$ cat config.mk
export PLATFORM = sky130hd
export DESIGN_NAME = apb_master
export DESIGN_NICKNAME = d
export VERILOG_FILES = /design/src/rtl/apb_master.sv
export SDC_FILE = /design/constraint.sdc
export NUM_CORES = 1
export LEC_CHECK = 0
export ABC_CLOCK_PERIOD_IN_PS = 1800
export CAP_MARGIN = 20
export CORE_UTILIZATION = 39
export CTS_BUF_LIST = sky130_fd_sc_hd__clkbuf_16
export CTS_CLUSTER_SIZE = 16
export DETAILED_ROUTE_END_ITERATION = 7
export PLACE_DENSITY = 0.82
export SYNTH_ARGS = -nofsm -noshare
export SYNTH_HDL_FRONTEND = slang
export SYNTH_SLANG_ARGS = --single-unit
$ cat constraint.sdc
create_clock -name pclk -period 1.8 [get_ports pclk]
set_clock_uncertainty 0.2 [all_clocks]
set_input_delay 0.27 -clock pclk [delete_from_list [all_inputs] [get_ports pclk]]
set_output_delay 0.27 -clock pclk [all_outputs]
set_load 0.01 [all_outputs]
$ cat src/rtl/apb_master.sv
// -----------------------------------------------------------------------------
// apb_master
//
// Converts single-beat commands from an internal requester into APB
// SETUP/ACCESS transfers. There is one response per command. If the slave holds
// pready low for too long, a wait-state timeout aborts the transfer.
//
// Parameters
//   ADDR_W   width of paddr / cmd_addr
//   DATA_W   width of pwdata, prdata, cmd_wdata, rsp_rdata
//   TIMEOUT  maximum number of ACCESS cycles before abort (0 = never abort)
//
// Ports
//   pclk, presetn            clock (rising edge), async active-low reset
//   cmd_valid / cmd_ready    command handshake (accepted only in IDLE)
//   cmd_write, cmd_addr,     command payload, latched on accept
//   cmd_wdata
//   rsp_valid                one-cycle pulse when a transfer finishes
//   rsp_rdata                read data (0 on timeout, unchanged for writes)
//   rsp_timeout              transfer was aborted by the timeout
//   psel, penable, pwrite,   APB request outputs (all registered)
//   paddr, pwdata
//   prdata, pready           APB slave response
// -----------------------------------------------------------------------------
module apb_master #(
  parameter int ADDR_W  = 8,
  parameter int DATA_W  = 8,
  parameter int TIMEOUT = 16
) (
  input  logic              pclk,
  input  logic              presetn,

  input  logic              cmd_valid,
  output logic              cmd_ready,
  input  logic              cmd_write,
  input  logic [ADDR_W-1:0] cmd_addr,
  input  logic [DATA_W-1:0] cmd_wdata,

  output logic              rsp_valid,
  output logic [DATA_W-1:0] rsp_rdata,
  output logic              rsp_timeout,

  output logic              psel,
  output logic              penable,
  output logic              pwrite,
  output logic [ADDR_W-1:0] paddr,
  output logic [DATA_W-1:0] pwdata,
  input  logic [DATA_W-1:0] prdata,
  input  logic              pready
);

  localparam logic [1:0] S_IDLE   = 2'd0;
  localparam logic [1:0] S_SETUP  = 2'd1;
  localparam logic [1:0] S_ACCESS = 2'd2;

  // The counter is wide enough to hold TIMEOUT itself. It only has to reach
  // TIMEOUT-1, and the extra headroom keeps the compare simple.
  localparam int CNT_W = (TIMEOUT > 0) ? $clog2(TIMEOUT + 1) : 1;
  localparam logic [CNT_W-1:0] CNT_LAST = (TIMEOUT > 0) ? CNT_W'(TIMEOUT - 1) : '0;

  logic [1:0]       state;
  logic [CNT_W-1:0] wait_cnt;
  logic             timeout_hit;

  // The counter holds the number of wait edges already seen in this ACCESS
  // phase. When it equals TIMEOUT-1, the current edge is the TIMEOUT-th ACCESS
  // edge.
  assign timeout_hit = (TIMEOUT > 0) && (wait_cnt == CNT_LAST);

  always_ff @(posedge pclk or negedge presetn) begin
    if (!presetn) begin
      state       <= S_IDLE;
      wait_cnt    <= '0;
      cmd_ready   <= 1'b1;
      psel        <= 1'b0;
      penable     <= 1'b0;
      pwrite      <= 1'b0;
      paddr       <= '0;
      pwdata      <= '0;
      rsp_valid   <= 1'b0;
      rsp_rdata   <= '0;
      rsp_timeout <= 1'b0;
    end else begin
      // rsp_valid is a single-cycle pulse unless it is re-asserted below.
      rsp_valid <= 1'b0;

      case (state)
        S_IDLE: begin
          if (cmd_valid) begin
            pwrite    <= cmd_write;
            paddr     <= cmd_addr;
            pwdata    <= cmd_wdata;
            psel      <= 1'b1;
            cmd_ready <= 1'b0;
            state     <= S_SETUP;
          end
        end

        S_SETUP: begin
          penable  <= 1'b1;
          wait_cnt <= '0;
          state    <= S_ACCESS;
        end

        S_ACCESS: begin
          // pready is checked first, so a completion on the timeout edge wins.
          if (pready) begin
            if (!pwrite) begin
              rsp_rdata <= prdata;
            end
            rsp_valid   <= 1'b1;
            rsp_timeout <= 1'b0;
            psel        <= 1'b0;
            penable     <= 1'b0;
            cmd_ready   <= 1'b1;
            state       <= S_IDLE;
          end else if (timeout_hit) begin
            rsp_valid   <= 1'b1;
            rsp_timeout <= 1'b1;
            rsp_rdata   <= '0;
            psel        <= 1'b0;
            penable     <= 1'b0;
            cmd_ready   <= 1'b1;
            state       <= S_IDLE;
          end else if (TIMEOUT > 0) begin
            wait_cnt <= wait_cnt + 1'b1;
          end
        end

        default: begin
          // An unreachable encoding returns the bus to a quiet idle state.
          psel      <= 1'b0;
          penable   <= 1'b0;
          cmd_ready <= 1'b1;
          state     <= S_IDLE;
        end
      endcase
    end
  end

endmodule
==> results of run 1 <==
[cells by family after synthesis]
logic type               Yosys count  synth area share
AND/OR/NAND/NOR                   24             0.104
flip-flops                        37             0.600
AO/OA/AOI/OAI                     22             0.112
adder cells (fa/ha/maj)            2            0.0162
buffers and inverters              7            0.0243
multiplexers                      20             0.144
[worst register-to-register path: cells and delay by family, from the launching register on]
kind / cells / cell delay [ps]
adders and majority gates: 2 / 330
AOI/OAI and AO/OA: 2 / 550
and+or+nand+nor: 2 / 260
DFF: 1 / 400
[final cells by class]
| class | count | share of cell area |
|---|---|---|
| repair buffers | 72 | 0.285 |
| well taps | 48 | 0.0242 |
| inverters | 3 | 0.00454 |
| multi-input cells | 68 | 0.257 |
| flip-flops and latches | 37 | 0.374 |
| clock buffers | 5 | 0.0504 |
| clock inverters | 3 | 0.00555 |
[placed cells by master (no fill, tap or decap), types with 2 or more instances in the layout]
| master | n |
|---|---|
| clkdlybuf4s50_1 | 56 |
| clkbuf_16 | 5 |
| buf_4 | 11 |
| nor2b_1 | 3 |
| inv_1 | 4 |
| nor2_4 | 2 |
| nand2_1 | 3 |
| dfrtp_1 | 36 |
| ha_4 | 2 |
| mux2_1 | 9 |
| nor3_2 | 2 |
| mux2_2 | 9 |
| clkinv_2 | 2 |
| buf_12 | 2 |
| nor2_1 | 4 |
| a21oi_1 | 6 |
| o2bb2ai_1 | 3 |
| a22o_1 | 8 |
| mux2i_1 | 2 |
[how the worst max path moves through the flow]
stage	startpoint	to	slack, ps	depth (start not counted)
2_1_floorplan	wait_cnt[0]	rsp_rdata[0]	-10	6
3_3_place_gp	pready	rsp_rdata[4]	-40	4
3_5_place_dp	pready	rsp_rdata[0]	-80	4
4_1_cts	wait_cnt[0]	rsp_rdata[0]	-40	6
5_1_grt	wait_cnt[1]	rsp_rdata[0]	-90	6
6_report	wait_cnt[0]	rsp_rdata[0]	-50	6
[flip-flops by register name, summed over array words and instances (netlist names)]
| register | count |
|---|---|
| cmd_ready | 1 |
| paddr | 8 |
| penable | 1 |
| psel | 1 |
| pwdata | 8 |
| pwrite | 1 |
| rsp_rdata | 8 |
| rsp_timeout | 1 |
| rsp_valid | 1 |
| state | 2 |
| wait_cnt | 5 |
[metrics by stage]
step           hold slack (ps)  instances
4_1_cts                    286        236
5_1_grt                    302        236
3_5_place_dp              47.4        227
6_report                   280        236
3_3_place_gp              45.8        227
2_1_floorplan             -226        112
[timing repair]
item	CTS	global route
gates cloned	0	0
hold buffers	1	0
resized for setup	4	1
setup endpoints to repair	13	13
endpoints found under the hold margin	37	0
pin swaps	2	1
[routing by layer]
layer  GRT usage  up-vias
met4      0.0694        0
met3      0.0387        6
met1       0.243      588
met5           0        -
li1            -      557
met2       0.301       34
[report_power, final]
part           switching [W]  leakage, nW  internal (W)  total (W)
Sequential          0.000229        0.455       0.00118    0.00141
Combinational       0.000637        0.527      0.000983    0.00162
Clock               0.000294       0.0748      0.000501   0.000796
==> metrics, run 1 <==
Placed Area=roughly 0.0023 sq mm; Min-Delay Endpoint=cmd_ready; DR WL met3=116 um; vias per cell=between 5 and 6; Synth area leader=dfrtp_1; Total Wirelength=between 3000 and 4000 um; Root Buffer=clkbuf_16; synth-to-layout area growth=60.4%; maximum buffer depth of the clock tree=2; Max Clk Rate=540 MHz; initial DRC count=27; count leader, synth=dfrtp_1; CP Capture Type=register; synthesized net count=143; Warnings, synthesis=0; die height=65.0 um; DR top layer=met4; status=finished with violations; Antenna diodes=0; WL/cell=15.3 um; final hold violation count=0; Met1 Wirelength=between 1500 and 2000 um; routed vias=1185; Final ANT Viol Nets=0; Setup violations, final=12; GRT overflow=0; GP Congestion=0.835; slowest CP cell=dfrtp_1; Port Buffer Count=58; Worst Path Buf+Inv=0; Post-synth EDFFs=0; Hold Path Stages=2; Leak=1.06 nW; area of the multi-input gates=637 sq um; Final TNS setup=-349 ps; R2R Setup Slk=-50 ps; crit path launch type=register; peak supply drop=763 uV; RR Endpoint=rsp_rdata[0]; share of layout cells above drive strength 1=0.223; clk sink count=37; Setup Buffers After CTS=0; hold path startpoint=cmd_ready; type of the worst setup path=register to register; TritonCTS clock tree=done; slowest stage delay, CP=400 ps; setup ws final=-53.1 ps; max_cap viols=0; GRT Overall Usage=0.186; leading post-synthesis cells by cell area=dfrtp_1 58%, mux2_1 6.6%, mux2_2 6.6%; CP arrival=1800 ps; Async SR Flop Fraction=1.00; antenna violations before repair=0; unrepaired setup endpoints after global routing=yes; CP required=1750 ps; type of the most critical hold path=register to register; design area=~0.0025 sq mm; H-tree Lvls=2; main flop type after synthesis=dfrtp_1; final net count=218; Worst-Margin Slew=between 300 and 400 ps; sequential share of the synthesized area=0.600; synthesized area=0.00155 sq mm; worst r2r path cells=6; relative slew slack=0.747; Filler Cell Count=~280; DP HPWL=2550 um; I/O pin cnt=59; global-route wire length before repair=5930 um; Gate Count Post-Synth=112; DR WL met2=1860 um; Reg clk slew, reported paths=50 ps; Initial Utilization=0.413; Period Utilization, post-route=1.03; core box area=around 0.0037 sq mm; largest net degree at the start of global routing=38; worst-path cell chain=ha_4, and3_4, ha_4, nor2_4, a211o_4, a22o_1; violated checks=setup timing; total power=between 0.003 and 0.004 W; Synth top cells by count=36 x dfrtp_1, 9 x mux2_1, 9 x mux2_2; DRC=0; worst r2r src=wait_cnt[0]; # rows=22; Synth cell types=33; chip width=between 60 and 70 um; TritonCTS buffer count=5; max-slew violations=0; cell repeated most along the worst path=ha_4; cell family with most CP delay=compound AO/OA/AOI/OAI gates; PwrDens=~1500 mW/mm^2; Reg area=927 sq um; Tmin final=1850 ps; critical-path maximum fanout=8; post-layout util=0.663; die area=0.00422 sq mm; Setup WS pre-CTS=-80.6 ps; syn avg cell area=13.8 sq um; Yosys reg bits=37; first drt pass iteration count=5; post-synth top area share=0.583; vias in the first global route=about 1200; clk_lat worst skew=270 ps
No activity file was read; power rests on OpenSTA's default activity.
==> run 2: changes to the inputs <==
- CORE_ASPECT_RATIO: unset -> 1.75
==> run 2 against run 1 <==
The run still ends with setup timing left; maximum frequency rose by 2.0%; hold slack got worse by 230 ps; critical endpoint is now rsp_rdata[4]; register-to-register slack better by 40 ps; die area is 0.23% higher; core utilization is 1.7 points higher; combinational power increased by 3%; sequential share of layout area is 0.45 points lower; final cell count is 2.1% higher; design area is 1.4% higher; via count up 2.0%.
==> metrics, run 2 (same netlist as run 1, synthesis figures left out) <==
status=finished with violations (unchanged); violated checks=setup timing (unchanged); I/O pin cnt=59 (unchanged); worst r2r src=wait_cnt[0] (unchanged); GRT overflow=0 (unchanged); Reg area=928 sq um (was 927 sq um); Antenna diodes=0 (unchanged); design area=0.00251 sq mm (was 0.00248 sq mm); Tmin final=1820 ps (was 1850 ps); Total Wirelength=3810 um (was 3620 um); Root Buffer=clkbuf_16 (unchanged); H-tree Lvls=2 (unchanged); Setup violations, final=6 (was 12); die height=85.3 um (was 65.0 um); post-layout util=0.680 (was 0.663); Net Sw Frac=0.305 (was 0.303); type of the worst setup path=register to register (unchanged); max-slew violations=0 (unchanged); area of the multi-input gates=629 sq um (was 637 sq um); dpl cells=229 (was 227); Psw=0.00118 W (was 0.00116 W); Int Power=0.00270 W (was 0.00267 W); DRC=0 (unchanged); vias per cell=5.02 (about the same); Port Buffer Count=58 (unchanged); setup ws final=-16.9 ps (was -53.1 ps); clk sink count=37 (unchanged); GP Congestion=0.854 (was 0.835); Filler Cell Count=275 (was 276); TritonCTS buffer count=5 (unchanged); final net count=225 (was 218); DP HPWL=2880 um (was 2550 um); # rows=29 (was 22); Reg clk slew, reported paths=60 ps (was 50 ps); initial DRC count=21 (was 27); crit path launch type=register (unchanged); Leak=1.09 nW (was 1.06 nW); first drt pass iteration count=4 (was 5); die area=0.00423 sq mm (was 0.00422 sq mm); relative slew slack=0.750 (was 0.747); commonest non-fill, non-tap cells in the layout=57 x clkdlybuf4s50_1, 35 x dfrtp_1, 20 x buf_4 (was 56 x clkdlybuf4s50_1, 36 x dfrtp_1, 11 x buf_4); core box area=0.00370 sq mm (was 0.00374 sq mm); GRT Overall Usage=0.200 (was 0.186); routed vias=1209 (was 1185); Final ANT Viol Nets=0 (unchanged); power share of the clock group=0.208 (about the same); Period Utilization, post-route=1.01 (was 1.03); Initial Utilization=0.418 (was 0.413); TritonCTS clock tree=done (unchanged); max_cap viols=0 (unchanged); Max Clk Rate=550 MHz (was 540 MHz); Worst-Margin Slew=374 ps (was 379 ps); vias in the first global route=1361 (was 1234); share of layout cells above drive strength 1=0.262 (was 0.223); critical-path maximum fanout=8 (unchanged); PwrDens=1550 mW/mm^2 (was 1540 mW/mm^2); maximum buffer depth of the clock tree=2 (unchanged); largest net degree at the start of global routing=19 (was 38); CP Capture Type=register (unchanged); CP required=1770 ps (was 1750 ps); sequential group share of total power=0.362 (was 0.369); Final TNS setup=-53.2 ps (was -349 ps); clk_lat worst skew=280 ps (was 270 ps); Comb pwr share=0.430 (was 0.423); CP Launch Point=wait_cnt[0] (unchanged); chip width=49.6 um (was 65.0 um); final hold violation count=0 (unchanged); WL/cell=15.8 um (was 15.3 um); WHS=51.1 ps (was 280 ps); Placed Area=0.00232 sq mm (was 0.00230 sq mm); biggest regs=paddr (8), pwdata (8), rsp_rdata (8) (unchanged); Post-CTS Hold Fix Bufs=0 (was 1); commonest non-fill, non-tap cell in the layout=clkdlybuf4s50_1 (unchanged); type of the most critical hold path=input pin to asynchronous set/reset pin (was register to register); CP arrival=1780 ps (was 1800 ps); global-route wire length before repair=6350 um (was 5930 um); unrepaired setup endpoints after global routing=yes (unchanged); non-filler cells, final=241 (was 236); peak supply drop=1120 uV (was 763 uV); synth-to-layout area growth=62.6% (was 60.4%); antenna violations before repair=0 (unchanged)
-- run 2: area by class of cell --
class                   count  share of cell area
repair buffers             79               0.298
inverters                   3             0.00448
clock inverters             3             0.00547
clock buffers               5              0.0498
multi-input cells          68               0.250
well taps                  46              0.0229
flip-flops and latches     37               0.369
-- run 2: worst paths after layout --
path | endpoint | slack, ps | cells past startpoint
min in group pclk | cmd_ready | 280 | 2
max in group asynchronous | paddr[3] | 870 | 2
max reg2reg | rsp_rdata[4] | -20 | 6
max | rsp_rdata[4] | -20 | 6
min reg2reg | cmd_ready | 280 | 2
min | state[1] | 50 | 1
-- run 2: per-layer routing --
metal  vias to the layer above  share of wire  wire length (um)  GRT usage
li1                        567              -                 -          -
met1                       597           0.37              1400      0.214
met5                         -              0                 0          0
met3                         6          0.046               175     0.0573
met2                        39           0.57              2170      0.354
met4                         0          0.015                59     0.0883
-- run 2: repair_timing --
| action | CTS | global route |
|---|---|---|
| buffers inserted | 1 | 3 |
| pin swaps | 1 | 6 |
| endpoints found under the setup margin | 8 | 13 |
| resized for setup | 2 | 4 |
-- run 2: metrics by stage --
stage | total power (W) | setup WS, ps
after floorplan | 0.00212 | -9.65
after global placement | 0.00300 | 3.21
after detailed placement | 0.00308 | -61.4
after CTS | 0.00391 | -0.0681
after global routing | 0.00410 | -85.2
final | 0.00389 | -16.9
-- run 2: power groups by stage --
stage / clock network, W / registers (W) / logic, W
after global routing: 0.000858 / 0.00145 / 0.00179
after global placement: 0 / 0.00139 / 0.00161
after CTS: 0.000824 / 0.00141 / 0.00168
final: 0.000809 / 0.00141 / 0.00167
after detailed placement: 0 / 0.00142 / 0.00166
after floorplan: 0 / 0.00154 / 0.000578
-- run 2: worst max-delay path: stages (launching register included) --
cell and delay (ps):
dfrtp_1 350, ha_2 190, and3_4 200, ha_4 170, nor2_4 50, a211o_4 320
a22o_1 240
